<file path="src/rtl/simple_proc_alu_pkg.sv">
// Shared constants, opcode encodings and shifter mode type for the simple processor ALU.
package simple_proc_alu_pkg;

   localparam int DATA_W = 16;
   localparam int OPC_W  = 4;
   localparam int IMM_W  = 7;

   localparam logic [OPC_W-1:0] OP_ADD  = 4'd0;
   localparam logic [OPC_W-1:0] OP_SUB  = 4'd1;
   localparam logic [OPC_W-1:0] OP_MUL  = 4'd2;
   localparam logic [OPC_W-1:0] OP_ORR  = 4'd3;
   localparam logic [OPC_W-1:0] OP_AND  = 4'd4;
   localparam logic [OPC_W-1:0] OP_XOR  = 4'd5;
   localparam logic [OPC_W-1:0] OP_MOVI = 4'd6;
   localparam logic [OPC_W-1:0] OP_MOV  = 4'd7;
   localparam logic [OPC_W-1:0] OP_LSR  = 4'd8;
   localparam logic [OPC_W-1:0] OP_LSL  = 4'd9;
   localparam logic [OPC_W-1:0] OP_ROR  = 4'd10;
   localparam logic [OPC_W-1:0] OP_CMP  = 4'd11;
   localparam logic [OPC_W-1:0] OP_ADR  = 4'd12;

   typedef enum logic [1:0] {
      SH_LSR = 2'd0,
      SH_LSL = 2'd1,
      SH_ROR = 2'd2
   } shift_mode_e;

   // Only arithmetic ops and CMP touch the condition flags; everything else holds them.
   function automatic logic sets_flags(input logic [OPC_W-1:0] opc);
      return (opc == OP_ADD) || (opc == OP_SUB) || (opc == OP_MUL) || (opc == OP_CMP);
   endfunction

endpackage

</file>
<file path="src/rtl/simple_proc_alu_if.sv">
// Operand/opcode inputs and result/flag outputs of the ALU, bundled for the datapath.
interface simple_proc_alu_if;
   import simple_proc_alu_pkg::*;

   logic [OPC_W-1:0]  opcode;
   logic [IMM_W-1:0]  immediate_offset;
   logic [DATA_W-1:0] operand_1;
   logic [DATA_W-1:0] operand_2;
   logic [DATA_W-1:0] result;
   logic              overflow;
   logic              carry;
   logic              negative;
   logic              zero;

   modport master (
      output opcode, immediate_offset, operand_1, operand_2,
      input  result, overflow, carry, negative, zero
   );

   modport slave (
      input  opcode, immediate_offset, operand_1, operand_2,
      output result, overflow, carry, negative, zero
   );
endinterface

</file>
<file path="src/rtl/simple_proc_alu_shifter.sv">
// Combinational barrel shifter for LSR, LSL and ROR by a 4-bit amount.
module simple_proc_alu_shifter
   import simple_proc_alu_pkg::*;
(
   input  logic [DATA_W-1:0] op1,
   input  logic [3:0]        amt,
   input  shift_mode_e       mode,
   output logic [DATA_W-1:0] shifted
);

   always_comb begin
      shifted = op1 >> amt;
      case (mode)
         SH_LSR:  shifted = op1 >> amt;
         SH_LSL:  shifted = op1 << amt;
         // A left shift by 16 vacates the word, so amt=0 yields op1 unchanged.
         SH_ROR:  shifted = (op1 >> amt) | (op1 << (5'd16 - {1'b0, amt}));
         default: shifted = op1 >> amt;
      endcase
   end

endmodule

</file>
<file path="src/rtl/simple_proc_alu.sv">
// Registered 16-bit ALU with sticky N/Z/C/V flags.
// Define SIMPLE_PROC_ALU_MUL_OVF_EN to have MUL write V from the full signed product.
module simple_proc_alu
   import simple_proc_alu_pkg::*;
(
   input  logic             clk,
   input  logic             reset,
   simple_proc_alu_if.slave alu
);

   logic [DATA_W-1:0] result_q, result_d;
   logic              n_q, n_d;
   logic              z_q, z_d;
   logic              c_q, c_d;
   logic              v_q, v_d;

   logic [DATA_W:0]   sum_ext;
   logic [DATA_W:0]   diff_ext;
   logic [DATA_W-1:0] mul_lo;
   logic [DATA_W-1:0] shift_out;
   logic [DATA_W-1:0] s;
   shift_mode_e       shift_mode;

   assign sum_ext  = {1'b0, alu.operand_1} + {1'b0, alu.operand_2};
   assign diff_ext = {1'b0, alu.operand_1} - {1'b0, alu.operand_2};

`ifdef SIMPLE_PROC_ALU_MUL_OVF_EN
   logic signed [2*DATA_W-1:0] prod_full;
   logic                       mul_ovf;

   assign prod_full = $signed({{DATA_W{alu.operand_1[DATA_W-1]}}, alu.operand_1}) *
                      $signed({{DATA_W{alu.operand_2[DATA_W-1]}}, alu.operand_2});
   assign mul_lo    = prod_full[DATA_W-1:0];
   // Product fits in 16 signed bits only when bits 31..15 are all equal.
   assign mul_ovf   = !((&prod_full[2*DATA_W-1:DATA_W-1]) || !(|prod_full[2*DATA_W-1:DATA_W-1]));
`else
   assign mul_lo    = alu.operand_1 * alu.operand_2;
`endif

   always_comb begin
      shift_mode = SH_LSR;
      if (alu.opcode == OP_LSL)      shift_mode = SH_LSL;
      else if (alu.opcode == OP_ROR) shift_mode = SH_ROR;
   end

   simple_proc_alu_shifter u_shifter (
      .op1     (alu.operand_1),
      .amt     (alu.immediate_offset[3:0]),
      .mode    (shift_mode),
      .shifted (shift_out)
   );

   always_comb begin
      s   = '0;
      n_d = n_q;
      z_d = z_q;
      c_d = c_q;
      v_d = v_q;

      case (alu.opcode)
         OP_ADD: begin
            s   = sum_ext[DATA_W-1:0];
            c_d = sum_ext[DATA_W];
            v_d = (alu.operand_1[DATA_W-1] == alu.operand_2[DATA_W-1]) &&
                  (s[DATA_W-1] != alu.operand_1[DATA_W-1]);
         end
         OP_SUB, OP_CMP: begin
            s   = diff_ext[DATA_W-1:0];
            c_d = ~diff_ext[DATA_W];
            v_d = (alu.operand_1[DATA_W-1] != alu.operand_2[DATA_W-1]) &&
                  (s[DATA_W-1] != alu.operand_1[DATA_W-1]);
         end
         OP_MUL: begin
            s = mul_lo;
`ifdef SIMPLE_PROC_ALU_MUL_OVF_EN
            v_d = mul_ovf;
`endif
         end
         OP_ORR:                 s = alu.operand_1 | alu.operand_2;
         OP_AND:                 s = alu.operand_1 & alu.operand_2;
         OP_XOR:                 s = alu.operand_1 ^ alu.operand_2;
         OP_MOVI, OP_ADR:        s = {{(DATA_W-IMM_W){1'b0}}, alu.immediate_offset};
         OP_MOV:                 s = alu.operand_1;
         OP_LSR, OP_LSL, OP_ROR: s = shift_out;
         default:                s = '0;
      endcase

      if (sets_flags(alu.opcode)) begin
         n_d = s[DATA_W-1];
         z_d = (s == '0);
      end

      result_d = (alu.opcode == OP_CMP) ? '0 : s;
   end

   always_ff @(posedge clk) begin
      if (reset) begin
         result_q <= '0;
         n_q      <= 1'b0;
         z_q      <= 1'b0;
         c_q      <= 1'b0;
         v_q      <= 1'b0;
      end else begin
         result_q <= result_d;
         n_q      <= n_d;
         z_q      <= z_d;
         c_q      <= c_d;
         v_q      <= v_d;
      end
   end

   assign alu.result   = result_q;
   assign alu.negative = n_q;
   assign alu.zero     = z_q;
   assign alu.carry    = c_q;
   assign alu.overflow = v_q;

endmodule

</file>
<file path="src/flat_wrapper.sv">
// flat-port wrapper written by rule: the top's interface ports become plain ports
module simple_proc_alu_flat import simple_proc_alu_pkg::*;
  (clk, reset, alu_opcode, alu_immediate_offset, alu_operand_1, alu_operand_2, alu_result, alu_overflow, alu_carry, alu_negative, alu_zero);
  simple_proc_alu_if alu_i ();
  input  logic clk;
  input  logic reset;
  input wire logic [$bits(alu_i.opcode)-1:0] alu_opcode;
  input wire logic [$bits(alu_i.immediate_offset)-1:0] alu_immediate_offset;
  input wire logic [$bits(alu_i.operand_1)-1:0] alu_operand_1;
  input wire logic [$bits(alu_i.operand_2)-1:0] alu_operand_2;
  output wire logic [$bits(alu_i.result)-1:0] alu_result;
  output wire logic [$bits(alu_i.overflow)-1:0] alu_overflow;
  output wire logic [$bits(alu_i.carry)-1:0] alu_carry;
  output wire logic [$bits(alu_i.negative)-1:0] alu_negative;
  output wire logic [$bits(alu_i.zero)-1:0] alu_zero;
  assign alu_i.opcode = alu_opcode;
  assign alu_i.immediate_offset = alu_immediate_offset;
  assign alu_i.operand_1 = alu_operand_1;
  assign alu_i.operand_2 = alu_operand_2;
  assign alu_result = alu_i.result;
  assign alu_overflow = alu_i.overflow;
  assign alu_carry = alu_i.carry;
  assign alu_negative = alu_i.negative;
  assign alu_zero = alu_i.zero;
  simple_proc_alu u_core (.clk(clk), .reset(reset), .alu(alu_i));
endmodule
</file>
<file path="config.mk">
export PLATFORM = sky130hd
export DESIGN_NAME = simple_proc_alu_flat
export DESIGN_NICKNAME = d
export VERILOG_FILES = /design/src/rtl/simple_proc_alu_pkg.sv /design/src/rtl/simple_proc_alu_if.sv /design/src/rtl/simple_proc_alu_shifter.sv /design/src/rtl/simple_proc_alu.sv /design/src/flat_wrapper.sv
export SDC_FILE = /design/constraint.sdc
export NUM_CORES = 1
export LEC_CHECK = 0
export CORE_ASPECT_RATIO = 0.8
export CORE_MARGIN = 3
export CORE_UTILIZATION = 36
export DETAILED_ROUTE_END_ITERATION = 6
export PLACE_DENSITY = 0.57
export REMOVE_ABC_BUFFERS = 1
export SLEW_MARGIN = 0
export SYNTH_ARGS = -nofsm -noshare
export SYNTH_HDL_FRONTEND = slang
export SYNTH_HIERARCHICAL = 1
export SYNTH_SLANG_ARGS = --single-unit
</file>
<file path="constraint.sdc">
create_clock -name clk -period 7.4 [get_ports clk]
set_input_delay 1.48 -clock clk [delete_from_list [all_inputs] [get_ports clk]]
set_output_delay 1.48 -clock clk [all_outputs]
set_load 0.005 [all_outputs]
</file>
==> results of run 1 <==
## synth_stat cells (all sizes together) (9+ instances only)
library cell,instances,share of area
a21oi,60,0.031
a22oi,9,0.0068
a211oi,11,0.0083
a221oi,13,0.013
xor2,14,0.014
nand2,127,0.048
mux2i,42,0.042
mux4,34,0.077
nand3,25,0.013
a31oi,11,0.0069
fa,81,0.16
nand2b,14,0.0088
nor3,22,0.012
nor2b,18,0.011
xnor2,39,0.034
nor2,136,0.051
inv,158,0.060
ha,102,0.13
clkbuf,46,0.017
o31ai,9,0.0092
o21ai,58,0.030
buf,37,0.026
mux2,14,0.016
dfxtp,20,0.040
## power by group through the flow
stage | clock network, mW | logic, mW | registers [mW]
5_1_grt | 0.152 | 2.71 | 0.128
2_1_floorplan | 0 | 1.42 | 0.131
6_report | 0.145 | 2.46 | 0.127
3_3_place_gp | 0 | 2.33 | 0.129
4_1_cts | 0.147 | 2.33 | 0.127
3_5_place_dp | 0 | 2.32 | 0.129
## routing by layer
metal	wire (µm)	GRT usage	share of wire	up-vias
met2	15700	0.377	0.41	562
met1	17600	0.394	0.46	4830
met5	0	0	0	-
li1	-	-	-	4558
met4	1030	0.0538	0.027	0
met3	3920	0.0487	0.10	63
## cells by family (layout without fill, tap and decap cells)
| kind of cell | count (synthesis) | in the layout | share of synthesized area |
|---|---|---|---|
| buffers and inverters | 248 | 356 | 0.105 |
| multiplexers | 90 | 90 | 0.135 |
| adder cells (fa/ha/maj) | 183 | 183 | 0.291 |
| XOR/XNOR | 53 | 53 | 0.0485 |
| flip-flops | 20 | 20 | 0.0402 |
| AO/OA/AOI/OAI | 272 | 272 | 0.199 |
| AND/OR/NAND/NOR | 392 | 392 | 0.181 |
## state kept, by name (all words and copies together) (netlist names)
register	cells
u_core/alu.carry	1
u_core/alu.negative	1
u_core/alu.overflow	1
u_core/alu.zero	1
u_core/alu.result	16
## area by class of cell
| cell class | instances | area [µm²] | share of cell area |
|---|---|---|---|
| sequential | 20 | 400 | 0.0342 |
| clock inverter | 1 | 30.0 | 0.00256 |
| inverter | 165 | 623 | 0.0532 |
| clock buffer | 3 | 75.1 | 0.00640 |
| tap | 357 | 447 | 0.0381 |
| multi-input combinational | 990 | 8560 | 0.731 |
| timing repair buffer | 187 | 1580 | 0.135 |
## stage by stage
stage	worst slack (ns)	total power, mW	instance area [µm²]	instances
after global routing	-0.0255	2.99	11700	1723
after global placement	-0.0513	2.46	11500	1719
final	0.265	2.73	11700	1723
after floorplan	0.845	1.56	9520	1175
after detailed placement	-0.139	2.45	11500	1719
after CTS	0.118	2.60	11600	1723
## path summary, 6_finish.rpt
kind | start | end | slack, ns | cells past startpoint
hold reg to reg | u_core/alu.overflow$_SDFFE_PP0P_ | u_core/alu.overflow$_SDFFE_PP0P_ | 0.47 | 2
setup / recovery | alu_operand_1[3] | u_core/alu.zero$_SDFFE_PP0P_ | 0.26 | 25
setup reg to reg | u_core/alu.carry$_SDFFE_PP0P_ | u_core/alu.carry$_SDFFE_PP0P_ | 6.73 | 2
hold / removal | u_core/alu.overflow$_SDFFE_PP0P_ | u_core/alu.overflow$_SDFFE_PP0P_ | 0.47 | 2
## tightest hold or removal path: stages (launching register included)
cell	delay [ns]
dfxtp_1	0.31
nand3_1	0.06
a21oi_1	0.06
==> out/metrics.csv, run 1 <==
stage,metric,value,unit
critical_path,Worst path max stage delay,0.55,ns
logic_synthesis,"Seq/Total Area, Yosys",0.0402,
grt,first-pass GRT wire length,59300,µm
grt,initial antenna violation count,0,
power,Clock Power Share,0.053,
route,remaining antenna violation count,0,
placement,port bufs,64,
logic_synthesis,Mean Syn Cell Area,7.91,µm²
clocking,Resized Gates After CTS,0,
cells_and_area,Antenna Cells,0,
clocking,root buffer cell,clkbuf_16,
grt,GRT Total Usage,0.258,
timing,Tmin final,7.14,ns
cells_and_area,fill count,2710,
clocking,"Clk Latency, worst-skew pair",0.25,ns
critical_path,CP required,7.57,ns
timing,Worst Tran Pin Value,1.42,ns
logic_synthesis,"Primary FF master, synth",dfxtp_1,
power,Power Density,233,nW/µm²
clocking,hold buffers post-CTS,0,
critical_path,"delay-heaviest family, CP",adder cells,
logic_synthesis,Yosys cell types,99,
clocking,number of buffers created by CTS,3,
cells_and_area,"most common cell after layout, fill and taps aside",inv_1,
clocking,clk sink count,20,
clocking,setup bufs post-CTS,0,
critical_path,CP Launch Type,input pin,
floorplanning,Core Rows,53,
route,DRC,0,
clocking,Worst-path clk slew,0.05,ns
run,Max Cap Violations,0,
power,cell internal pwr,1.34,mW
route,Vias,10000,
grt,largest net degree at the start of global routing,42,
floorplanning,initial core utilization,0.372,
logic_synthesis,Post-Syn Instances,1258,
worst_hold_path,worst min path class,reg -> reg,
timing,RSZ-0062 raised after global routing,yes,
cells_and_area,most frequent cells in the layout,"inv_1 (154), nor2_1 (132), nand2_1 (126)",
power,Max VDD drop,0.176,mV
timing,Final setup violation count,0,
placement,gpl congestion,0.979,
route,WL per Instance,22.2,µm
cells_and_area,layout net count,1595,
timing,Fin Hold WS,0.475,ns
cells_and_area,post-layout util,0.439,
floorplanning,core area,26700,µm²
placement,post-DP HPWL,30800,µm
critical_path,CP endpoint kind,flop,
floorplanning,die area,29700,µm²
power,Net Sw Frac,0.509,
floorplanning,die width,192,µm
power,Gate power share,0.900,
grt,GRT overflow,0,
critical_path,crit path max fanout,6,
critical_path,Setup CP Type,in -> reg,
power,leak pwr,5.31,nW
route,DRT iter0 DRCs,1226,
timing,max_slew headroom,0.0545,
power,Flop pwr share,0.046,
floorplanning,Top Ports,65,
timing,Final Hold Fails,0,
grt,vias in the first global route,9766,
timing,crit share post-route,0.964,
cells_and_area,share of layout cells above drive strength 1,0.165,
route,vias per cell,5.81,
route,overall routed net length,38200,µm
timing,Max Freq,140,MHz
critical_path,"Arr. time, crit path",7.30,ns
floorplanning,Die Ht,155,µm
outcome,status,"complete, no violations",
critical_path,cell at the slowest stage of the critical path,fa_1,
critical_path,buffers plus inverters on the worst setup path,8,
cells_and_area,Area Growth Syn to Fin,17.8,%
clocking,Longest Clk Path Bufs,2,
clocking,H-tree levels,1,
logic_synthesis,number of enable flip-flop cells after synthesis,0,
route,Pre-antenna DRT Iters,5,
clocking,CTS tree,built,
logic_synthesis,ys async rst share,0,
timing,Setup TNS Final,0,ns
logic_synthesis,Synth Register Bits,20,
logic_synthesis,yosys warns,6,
timing,Max Transition Viols Final,0,
timing,Clock Skew,0,ns
logic_synthesis,mapped cell area,9950,µm²
power,Switching Power,1.39,mW
(Power assumes the default switching activity.)
==> inputs of run 2 (changes only) <==
--- a/config.mk
+++ b/config.mk
@@ -6,7 +6,7 @@
 export NUM_CORES = 1
 export LEC_CHECK = 0
 export CORE_ASPECT_RATIO = 0.8
-export CORE_MARGIN = 3
+export CORE_MARGIN = 5
 export CORE_UTILIZATION = 36
 export DETAILED_ROUTE_END_ITERATION = 6
 export PLACE_DENSITY = 0.57
==> out/metrics.csv, run 2 (synthesis results as in run 1) <==
stage,metric,value,unit,change
clocking,number of buffers created by CTS,3,,unchanged
floorplanning,Core Rows,54,,was 53
cells_and_area,most frequent cells in the layout,"inv_1 (153), nor2_1 (135), buf_4 (128)",,"was inv_1 (154), nor2_1 (132), nand2_1 (126)"
power,Net Sw Frac,0.507,,was 0.509
timing,Max Freq,139,MHz,was 140 MHz
cells_and_area,post-layout util,0.431,,was 0.439
power,cell internal pwr,1.39,mW,was 1.34 mW
grt,largest net degree at the start of global routing,61,,was 42
clocking,root buffer cell,clkbuf_16,,unchanged
critical_path,CP endpoint kind,flop,,unchanged
timing,Fin Hold WS,0.476,ns,was 0.475 ns
critical_path,Worst path max stage delay,0.53,ns,was 0.55 ns
cells_and_area,final non-filler cell total,1735,,"was 1,723"
placement,post-DP HPWL,31200,µm,"was 30,800 µm"
critical_path,CP required,7.56,ns,was 7.57 ns
timing,Setup TNS Final,0,ns,unchanged
floorplanning,die width,196,µm,was 192 µm
placement,port bufs,64,,unchanged
worst_hold_path,worst min path class,reg -> reg,,unchanged
cells_and_area,"most common cell after layout, fill and taps aside",inv_1,,unchanged
power,Power Density,241,nW/µm²,was 233 nW/µm²
route,DRT iter0 DRCs,1324,,"was 1,226"
outcome,status,"complete, no violations",,unchanged
timing,setup ws final,0.216,ns,was 0.265 ns
cells_and_area,share of layout cells above drive strength 1,0.167,,was 0.165
worst_hold_path,hold depth,2,,unchanged
timing,Final Hold Fails,0,,unchanged
floorplanning,initial core utilization,0.365,,was 0.372
critical_path,"delay-heaviest family, CP",adder cells,,unchanged
clocking,H-tree levels,1,,unchanged
clocking,Worst-path clk slew,0.05,ns,about the same
critical_path,CP Depth,22,,was 25
cells_and_area,Antenna Cells,0,,unchanged
timing,max_slew headroom,0.244,,was 0.0545
timing,Worst Tran Pin Value,1.13,ns,was 1.42 ns
timing,Clock Skew,0,ns,unchanged
clocking,hold buffers post-CTS,0,,unchanged
critical_path,buffers plus inverters on the worst setup path,7,,was 8
floorplanning,Die Ht,159,µm,was 155 µm
placement,total placed instance area,11600,µm²,"was 11,500 µm²"
route,vias per cell,5.78,,was 5.81
placement,Placed Cells incl. Taps,1729,,"was 1,719"
power,leak pwr,5.31,nW,about the same
cells_and_area,Area Growth Syn to Fin,17.9,%,was 17.8%
grt,vias in the first global route,9662,,"was 9,766"
route,Vias,10000,,about the same
timing,RSZ-0062 raised after global routing,yes,,unchanged
clocking,"Clk Latency, worst-skew pair",0.24,ns,was 0.25 ns
critical_path,"Arr. time, crit path",7.35,ns,was 7.30 ns
floorplanning,die area,31100,µm²,"was 29,700 µm²"
timing,Max Transition Viols Final,0,,unchanged
floorplanning,Top Ports,65,,unchanged
cells_and_area,Finished Cell Area,11700,µm²,about the same
power,Max VDD drop,0.280,mV,was 0.176 mV
critical_path,R2R depth,2,,unchanged
clocking,CTS tree,built,,unchanged
grt,initial antenna violation count,0,,unchanged
critical_path,CP Launch Type,input pin,,unchanged
power,Switching Power,1.43,mW,was 1.39 mW
grt,GRT overflow,0,,unchanged
timing,Tmin final,7.18,ns,was 7.14 ns
critical_path,critical-path cell list,clkdlybuf4s50_1 > buf_4 > ha_1 > inv_1 > fa_1 > fa_1 > inv_1 > fa_1 > fa_1 > inv_1 > fa_1 > fa_1 > xnor2_1 > xnor2_1 > xnor2_1 > xnor2_1 > xnor2_1 > xor2_1 > buf_4 > o221a_2 > buf_4 > a211oi_1,,
route,Pre-antenna DRT Iters,6,,was 5
grt,first-pass GRT wire length,59400,µm,"was 59,300 µm"
power,Tot Pwr,2.82,mW,was 2.73 mW
critical_path,cell at the slowest stage of the critical path,clkdlybuf4s50_1,,was fa_1
placement,"worst slack, placed",-0.232,ns,was -0.139 ns
run,Max Cap Violations,0,,unchanged
route,remaining antenna violation count,0,,unchanged
floorplanning,core area,27200,µm²,"was 26,700 µm²"
clocking,Longest Clk Path Bufs,2,,unchanged
route,WL per Instance,22.2,µm,about the same
grt,GRT Total Usage,0.245,,was 0.258
cells_and_area,max reg flops,16,,unchanged
critical_path,Crit path top cell by count,fa_1,,
route,DRC,0,,unchanged
placement,gpl congestion,0.982,,was 0.979
cells_and_area,layout net count,1600,,"was 1,595"
timing,crit share post-route,0.971,,was 0.964
critical_path,Setup CP Type,in -> reg,,unchanged
timing,Final setup violation count,0,,unchanged
power,Clock Power Share,0.041,,was 0.053
clocking,clk sink count,20,,unchanged
route,overall routed net length,38500,µm,"was 38,200 µm"
power,Flop pwr share,0.045,,was 0.046
critical_path,crit path max fanout,5,,was 6
power,Gate power share,0.914,,was 0.900
## run 2: changes by cell type in the layout (fill, tap and decap cells not counted), sizes merged
cell / before / now
clkbuf: 3 / 4
dlymetal6s2s: 5 / 3
clkdlybuf4s50: 57 / 59
buf: 125 / 130
bufinv: 1 / 0
## run 2: power by group through the flow
stage | registers [mW] | clock network, mW | logic, mW
2_1_floorplan | 0.131 | 0 | 1.42
3_3_place_gp | 0.129 | 0 | 2.42
3_5_place_dp | 0.130 | 0 | 2.42
4_1_cts | 0.128 | 0.119 | 2.43
5_1_grt | 0.129 | 0.124 | 2.84
6_report | 0.127 | 0.116 | 2.58
## run 2: tightest hold or removal path, delay by kind of cell (launching register included)
kind | cells | cell delay [ns]
DFF | 1 | 0.31
AOI/OAI and AO/OA | 1 | 0.06
and+or+nand+nor | 1 | 0.06
## run 2: layout make-up
class                           instances  area, µm²
Fill cell                            2803      15500
Multi-Input combinational cell        990       8570
Timing Repair Buffer                  192       1600
Inverter                              165        623
Tap cell                              364        455
Sequential cell                        20        400
Clock buffer                            4       88.8
## run 2: path summary, 6_finish.rpt
check,start,endpoint,slack (ns)
worst min register to register,u_core/alu.overflow$_SDFFE_PP0P_,u_core/alu.overflow$_SDFFE_PP0P_,0.48
worst max register to register,u_core/alu.negative$_SDFFE_PP0P_,u_core/alu.negative$_SDFFE_PP0P_,6.73
worst min-delay path,u_core/alu.overflow$_SDFFE_PP0P_,u_core/alu.overflow$_SDFFE_PP0P_,0.48
worst max-delay path,alu_operand_1[7],u_core/alu.negative$_SDFFE_PP0P_,0.22
## run 2: what timing repair did
item                       in CTS  in global routing
setup endpoints to repair       0                  6
setup buffers                   0                  2
resized for setup               0                 20
## run 2: per-layer routing
metal,share of wire,track usage,up-vias
li1,-,-,4561
met3,0.11,0.0463,66
met4,0.031,0.0655,0
met1,0.45,0.370,4797
met2,0.41,0.358,610
met5,0,0,-
